### src/rtl/keypad_scanner.sv
`default_nettype none
// ============================================================================
//  Module   : keypad_scanner
//  Purpose  : Scans a 4x4 matrix keypad by strobing the rows one-hot and
//             reading the column lines back. Each press is debounced and
//             reported once as a 4-bit key code (row_index*4 + col_index).
//  Ports    : clk       - system clock, rising edge
//             rst       - asynchronous, active-high reset
//             col[3:0]  - keypad column lines, active-high, async to clk
//             row[3:0]  - one-hot active-high row strobe
//             key[3:0]  - last accepted key code
//             key_valid - one-clock pulse per accepted press
//             key_held  - high while the accepted key is still pressed
//  Revision : 1.0 - initial release
// ============================================================================
module keypad_scanner #(
  parameter int SCAN_DIV = 1000,  // clocks per row dwell (>= 2)
  parameter int DEBOUNCE = 4      // matching / empty samples to accept (>= 1)
) (
  input  logic       clk,
  input  logic       rst,
  input  logic [3:0] col,
  output logic [3:0] row,
  output logic [3:0] key,
  output logic       key_valid,
  output logic       key_held
);

  // --------------------------------------------------------------------------
  // Widths and constants
  // --------------------------------------------------------------------------
  localparam int DW = (SCAN_DIV < 3) ? 1 : $clog2(SCAN_DIV);
  localparam int CW = (DEBOUNCE < 2) ? 1 : $clog2(DEBOUNCE + 1);

  localparam logic [DW-1:0] DIV_LAST  = DW'(SCAN_DIV - 1);
  localparam logic [DW-1:0] DIV_ONE   = DW'(1);
  localparam logic [CW-1:0] DB_TARGET = CW'(DEBOUNCE);
  localparam logic [CW-1:0] CNT_ONE   = CW'(1);

  localparam logic [1:0] ST_SCAN     = 2'd0;
  localparam logic [1:0] ST_DEBOUNCE = 2'd1;
  localparam logic [1:0] ST_HOLD     = 2'd2;

  // --------------------------------------------------------------------------
  // State
  // --------------------------------------------------------------------------
  logic [3:0]    col_meta;
  logic [3:0]    col_s;
  logic [DW-1:0] div_cnt;
  logic [1:0]    state;
  logic [3:0]    cand;
  logic [CW-1:0] db_cnt;
  logic [CW-1:0] rel_cnt;

  // Next-state values
  logic [1:0]    state_n;
  logic [3:0]    row_n;
  logic [3:0]    cand_n;
  logic [CW-1:0] db_cnt_n;
  logic [CW-1:0] rel_cnt_n;
  logic [3:0]    key_n;
  logic          key_valid_n;
  logic          key_held_n;

  // Decode helpers
  logic          tick;
  logic          col_any;
  logic [1:0]    col_index;
  logic [1:0]    row_index;
  logic [3:0]    code;
  logic [3:0]    row_rot;
  logic [CW-1:0] db_inc;
  logic [CW-1:0] rel_inc;

  assign tick    = (div_cnt == DIV_LAST);
  assign col_any = |col_s;
  assign row_rot = {row[2:0], row[3]};
  assign db_inc  = db_cnt + CNT_ONE;
  assign rel_inc = rel_cnt + CNT_ONE;
  assign code    = {row_index, col_index};

  // Several columns at once resolve to the lowest-numbered one
  always_comb begin
    col_index = 2'd3;
    if (col_s[0])      col_index = 2'd0;
    else if (col_s[1]) col_index = 2'd1;
    else if (col_s[2]) col_index = 2'd2;
  end

  always_comb begin
    case (row)
      4'b0010: row_index = 2'd1;
      4'b0100: row_index = 2'd2;
      4'b1000: row_index = 2'd3;
      default: row_index = 2'd0;
    endcase
  end

  // --------------------------------------------------------------------------
  // Scan / debounce / hold state machine. Everything advances on ticks only;
  // the row is frozen whenever the machine is away from SCAN so that keys on
  // other rows cannot disturb a press in progress.
  // --------------------------------------------------------------------------
  always_comb begin
    state_n     = state;
    row_n       = row;
    cand_n      = cand;
    db_cnt_n    = db_cnt;
    rel_cnt_n   = rel_cnt;
    key_n       = key;
    key_valid_n = 1'b0;
    key_held_n  = key_held;

    if (tick) begin
      case (state)
        ST_SCAN: begin
          if (!col_any) begin
            row_n = row_rot;
          end else begin
            cand_n   = code;
            db_cnt_n = CNT_ONE;
            if (DB_TARGET == CNT_ONE) begin
              // Single-sample debounce: accept on the detecting tick
              state_n     = ST_HOLD;
              key_n       = code;
              key_valid_n = 1'b1;
              key_held_n  = 1'b1;
              rel_cnt_n   = '0;
            end else begin
              state_n = ST_DEBOUNCE;
            end
          end
        end

        ST_DEBOUNCE: begin
          if (col_any && (code == cand)) begin
            db_cnt_n = db_inc;
            if (db_inc == DB_TARGET) begin
              state_n     = ST_HOLD;
              key_n       = cand;
              key_valid_n = 1'b1;
              key_held_n  = 1'b1;
              rel_cnt_n   = '0;
            end
          end else begin
            // Bounce or different key: abandon and keep scanning
            state_n  = ST_SCAN;
            row_n    = row_rot;
            db_cnt_n = '0;
          end
        end

        ST_HOLD: begin
          if (!col_any) begin
            rel_cnt_n = rel_inc;
            if (rel_inc == DB_TARGET) begin
              state_n    = ST_SCAN;
              row_n      = row_rot;
              key_held_n = 1'b0;
              rel_cnt_n  = '0;
              db_cnt_n   = '0;
            end
          end else begin
            // Any contact restarts the release count
            rel_cnt_n = '0;
          end
        end

        default: begin
          state_n  = ST_SCAN;
          row_n    = 4'b0001;
          db_cnt_n = '0;
          rel_cnt_n = '0;
        end
      endcase
    end
  end

  // --------------------------------------------------------------------------
  // Registers
  // --------------------------------------------------------------------------
  always_ff @(posedge clk or posedge rst) begin
    if (rst) begin
      col_meta  <= 4'b0000;
      col_s     <= 4'b0000;
      div_cnt   <= '0;
      state     <= ST_SCAN;
      row       <= 4'b0001;
      cand      <= 4'b0000;
      db_cnt    <= '0;
      rel_cnt   <= '0;
      key       <= 4'b0000;
      key_valid <= 1'b0;
      key_held  <= 1'b0;
    end else begin
      // Two-flop synchronizer: col is asynchronous to clk
      col_meta  <= col;
      col_s     <= col_meta;
      div_cnt   <= tick ? '0 : (div_cnt + DIV_ONE);
      state     <= state_n;
      row       <= row_n;
      cand      <= cand_n;
      db_cnt    <= db_cnt_n;
      rel_cnt   <= rel_cnt_n;
      key       <= key_n;
      key_valid <= key_valid_n;
      key_held  <= key_held_n;
    end
  end

endmodule
`default_nettype wire

### config.mk
export PLATFORM = sky130hd
export DESIGN_NAME = keypad_scanner
export DESIGN_NICKNAME = d
export VERILOG_FILES = /design/src/rtl/keypad_scanner.sv
export SDC_FILE = /design/constraint.sdc
export NUM_CORES = 1
export LEC_CHECK = 0
export ABC_AREA = 1
export CORE_MARGIN = 3
export CORE_UTILIZATION = 57
export DETAILED_ROUTE_END_ITERATION = 16
export PLACE_DENSITY = 0.77
export REMOVE_ABC_BUFFERS = 1
export SLEW_MARGIN = 20
export SYNTH_ARGS = -nofsm -noshare
export SYNTH_HDL_FRONTEND = slang
export SYNTH_SLANG_ARGS = --single-unit
### constraint.sdc
create_clock -name clk -period 1.9 [get_ports clk]
set_clock_uncertainty 0.1 [all_clocks]
set_input_delay 0.38 -clock clk [delete_from_list [all_inputs] [get_ports clk]]
set_output_delay 0.38 -clock clk [all_outputs]
set_load 0.05 [all_outputs]
Word-level counts from Yosys, hierarchy flattened
Cells that the tools add are included.

cells by class
  add/subtract/negate cells = 3
  equal/unequal tests = 17
  muxes and demuxes = 35
  bitwise logic cells = 1
  reduce and logical (&&, ||, !) cells = 11

operators with widths
  operator                                                               count
  3-bit two-way mux                                                      8
  3-bit one-hot mux with 3 select lines                                  2
  4-bit two-way mux                                                      4
  2-bit two-way mux                                                      7
  2-bit != test, second input constant                                   7
  2-bit one-hot mux with 3 select lines                                  2
  4-bit one-hot mux with 3 select lines                                  1
  4-bit AND reduction                                                    3
  10-bit by 1-bit adder with 10-bit output, second input constant        1
  10-bit equality test, second input constant                            1
  10-bit two-way mux                                                     1
  5-bit AND reduction                                                    2
  1-bit two-way mux                                                      9
  3-bit by 1-bit adder with 3-bit output, second input constant          2
  3-bit equality test, second input constant                             2
  6-bit AND reduction                                                    1
  4-bit by 2-bit equality test with 1-bit output, second input constant  1
  4-bit by 3-bit equality test with 1-bit output, second input constant  1
  4-bit equality test                                                    1
  4-bit equality test, second input constant                             1
  4-bit OR reduction                                                     1
  3-bit != test, second input constant                                   1
  3-bit AND reduction                                                    1
  2-bit by 1-bit equality test with 1-bit output, second input constant  1
  6 further kinds                                                        6

word-level totals
  register bits = 40
  bits of input ports = 6
  output and inout port bits = 10
  word-level logic and storage cells = 78

Longest topological paths before layout
  word-level depth = 8
  mapped depth = 12
  gate-level depth less buffers = 12

Least setup slack after synthesis
Ideal clock, no wire load.

  path kind = register to register
  start = register row[0]
  end = register key[0]
  setup time = 0.122 ns
  data arrival time = 1.582 ns
  data required time = 1.678 ns
  path slack = 0.096 ns
  stages on the path, launching flop included = 12
  buffers on the path = 0
  period minus slack after synthesis = 1.804 ns
  path through = dfstp_2 > nor2_1 > nand2_1 > nand2_1 > nand2_1 > nand2_1 > nor2_2 > nand2_1 > inv_1 > nand2_4 > nand2_1 > o21ai_1

on the way
  longest elaborated chain between the ends = 5
  elaborated cells on any way between the ends = 7
  those cells by class = 4 x eq/ne; 1 x mux; 2 x reduce/logical

ends and longest elaborated chain
  item                                               line  text
  start: declaration                                 23    output logic [3:0] row,
  start signal: assignment                           201   row <= row_n;
  4-bit equality test, or another cell as far along  91    case (row)
  2-bit one-hot mux with 3 select lines *            91
  4-bit equality test *                              136   if (col_any && (code == cand)) begin
  1-bit logical AND *                                136
  4-bit AND reduction (no line) *                    -
  end signal: assignment                             205   key <= key_n;
  end: declaration                                   24    output logic [3:0] key,

Mark *: on every way between the ends. The rest lies on a longest branch, timed or not.
A chain may end at the register's enable or synchronous reset.

Worst setup path in the final report
  start = register row[0]
  end = register key[2]

The elaborated chain is that of the path after synthesis.

==> flow_metrics.tcl <==
set metrics [dict create \
    status "finished, final reports clean" \
    worst_pin_slew_ns 0.472 \
    fmaxAchievable_mhz 564 \
    grtUsageMet3_pct 4.68 \
    numPortBuffers 15 \
    cts_root_buf "clkbuf_4" \
    cts.sinks 40 \
    initial_core_util_pct 61.8 \
    synthesis.area_um2 1950 \
    nFillCells 258 \
    intPower_mw 1.16 \
    r2r_slack_ns 0.13 \
    netlist-cell-type-count 25 \
    vias 1505 \
    drv_cap 0 \
    min_path_type "primary input to async pin" \
    die_area_um2 4160 \
    cts_hold_buf 0 \
    layout-drive-gt1-share_pct 16.3 \
    multi_input_area_um2 807 \
    synth.ff_latch_count 40 \
    clockBufferDepth 2 \
    gr-max-usage-layer "met2" \
    cts_tree "yes" \
    peakVddDrop_v 0.000503 \
    gp_congestion 0.860 \
    numCtsBuffers 5 \
    use_met1_pct 24.0 \
    diodes 0 \
    hold_viol 0 \
    core_um2 3150 \
    drt_iter0_drc 103 \
    max-slew-margin-rel_pct 68.3 \
    cp.arrival_ns 1.92 \
    final_area_um2 2280 \
    boundaryPins 16 \
    grt_setup_unrepaired "yes" \
    grtUsageMet2_pct 29.4 \
    die_w_um 64.5 \
    die_h_um 64.5 \
    p_seq_share_pct 58.1 \
    critPathMaxFanout 9 \
    ys_warn_count 0 \
    routedWlPerCell_um 10.6 \
    start_kind "flop" \
    placed_cell_area_um2 2180 \
    route.detailed.drc 0 \
    worstSetupEndpointType "flop" \
    routed_via_density 4.89 \
    p_switching_mw 0.324 \
    grt_pass1_wl_um 5970 \
    netlist_instances 237 \
    finalCritPeriodShare_pct 93.3 \
    dr.pass1.iters 4 \
    reg2regPathDepth 11 \
    final.min_clock_period_ns 1.77 \
    antenna_found_initial 0 \
    seqCellArea_um2 1000 \
    power_switching_share_pct 21.8 \
    p_clk_share_pct 38.5 \
    powerDensity_nw_per_um2 651 \
    power_frac_comb_pct 3.4 \
    grt_pass1_vias 1413 \
    cp_data_required_time_ns 2.05 \
    areaGrowthSynthToFinish_pct 16.9 \
    setup_viol 0 \
    synth_seq_area_share_pct 51.4 \
    ant_nets 0 \
    postLayoutCoreUtil_pct 72.3 \
    p_leak_nw 1.14 \
    grt_max_degree 41 \
    p_total_mw 1.48 \
    clk_pin_slew_worst_paths_ns 0.12 \
    num_rows 20 \
    grt.total_usage_pct 18.6 \
    overflow 0 \
    r2r_end "key[2]" \
    ctsHtreeMaxLevel 2 \
    synth_area_per_cell_um2 8.23 \
    regToRegStartpoint "row[0]" \
    insertion_delay_ns 0.35 \
    nets 274 \
    slew_violations 0 \
    place_hpwl_um 2430 \
    crit_type "flop to flop" \
    wl_um 3260 \
]
[worst max-delay path: stages, from the launching register on]
cell and delay (ns):
dfstp_2 0.56, nor2_1 0.06, nand2_1 0.13, nand2_1 0.09, nand2_1 0.06, nand2_1 0.05
nor2_2 0.16, nand2_1 0.12, inv_1 0.13, nand2_4 0.10, nand2_1 0.06, o21ai_1 0.06
[kinds of logic after synthesis]
kind of cell             Yosys count  share of synthesized area [%]
AND/OR/NAND/NOR                  124                           29.4
flip-flops                        40                           51.4
buffers and inverters             39                           7.57
AO/OA/AOI/OAI                     26                           7.06
adder cells (fa/ha/maj)            5                           3.21
XOR/XNOR                           3                           1.35
[final cells by class]
| class | instances | area share, % |
|---|---|---|
| clock buffer | 5 | 1.65 |
| tap | 44 | 2.41 |
| sequential | 40 | 44.0 |
| inverter | 38 | 6.26 |
| clock inverter | 3 | 2.09 |
| timing repair buffer | 20 | 8.23 |
| multi-input combinational | 158 | 35.4 |
[stage by stage]
stage	setup WS [ns]	hold slack (ns)	std cells	setup TNS, ns
6_report	0.127	0.262	308	0
3_3_place_gp	0.128	0.231	299	0
5_1_grt	-0.0218	0.274	308	-0.0306
4_1_cts	0.0897	0.265	307	0
2_1_floorplan	0.0959	0.231	236	0
3_5_place_dp	0.117	0.236	299	0
[cell usage after synthesis]
| library cell | count | area (µm²) |
|---|---|---|
| nand2_2 | 3 | 18.8 |
| o21ai_1 | 11 | 55.1 |
| nor2_1 | 20 | 75.1 |
| nand3_2 | 3 | 30.0 |
| nand2_1 | 69 | 259 |
| inv_1 | 35 | 131 |
| ha_1 | 5 | 62.6 |
| nor2_2 | 2 | 12.5 |
| xor2_1 | 2 | 17.5 |
| nor2_4 | 3 | 33.8 |
| buf_2 | 1 | 5.00 |
| o21ai_2 | 1 | 8.76 |
| nor3b_1 | 1 | 7.51 |
| nor3_4 | 1 | 16.3 |
| nand4_1 | 3 | 18.8 |
| nand3_1 | 13 | 65.1 |
| dfstp_2 | 1 | 26.3 |
| dfrtp_1 | 39 | 976 |
| xnor2_1 | 1 | 8.76 |
| a21oi_2 | 1 | 8.76 |
| nor3_1 | 5 | 25.0 |
| a21oi_1 | 8 | 40.0 |
| o21ai_0 | 5 | 25.0 |
| nand2_4 | 1 | 11.3 |
| inv_2 | 3 | 11.3 |
[how the worst max path moves through the flow]
stage               startpoint         end  cells after the start
floorplan               row[0]      key[0]                     11
global placement    div_cnt[0]  rel_cnt[0]                      8
detailed placement  div_cnt[0]  rel_cnt[0]                      8
CTS                 div_cnt[0]      row[2]                      8
global route          col_s[0]   db_cnt[2]                     11
finish                  row[0]      key[2]                     11
[flip-flops by register name, indices dropped and copies added, names as in the netlist]
| name | count |
|---|---|
| col_s | 4 |
| state | 2 |
| key_valid | 1 |
| db_cnt | 3 |
| div_cnt | 10 |
| rel_cnt | 3 |
| key_held | 1 |
| col_meta | 4 |
| key | 4 |
| cand | 4 |
| row | 4 |
[repair_timing]
action,in CTS,in global routing
setup endpoints to repair,0,10
hold endpoints to repair,0,0
buffers inserted,0,1
resized for setup,0,2
[power groups by stage]
stage / Clock [mW] / Sequential [mW] / Combinational [mW]
2_1_floorplan: 0 / 0.878 / 0.0274
3_3_place_gp: 0 / 0.878 / 0.0504
3_5_place_dp: 0 / 0.879 / 0.0513
4_1_cts: 0.588 / 0.863 / 0.0513
5_1_grt: 0.625 / 0.863 / 0.0575
6_report: 0.571 / 0.862 / 0.0499
[metal layers]
layer	share of wire, %	up-vias
li1	-	794
met1	48	678
met2	46	28
met3	4.0	5
met4	1.5	0
met5	0	-
[layout by cell type, fill, tap and decap left out, drive strengths merged]
cell type | netlist | routed
dfstp | 1 | 1
a21oi | 9 | 9
nor2 | 25 | 25
bufinv | 0 | 1
nand4 | 3 | 3
clkdlybuf4s50 | 0 | 5
xor2 | 2 | 2
inv | 38 | 38
clkinv | 0 | 2
clkbuf | 0 | 5
ha | 5 | 5
buf | 1 | 15
nor3b | 1 | 1
nand3 | 16 | 16
xnor2 | 1 | 1
dfrtp | 39 | 39
nand2 | 73 | 73
nor3 | 6 | 6
o21ai | 17 | 17
No activity file was read; power rests on OpenSTA's default activity.
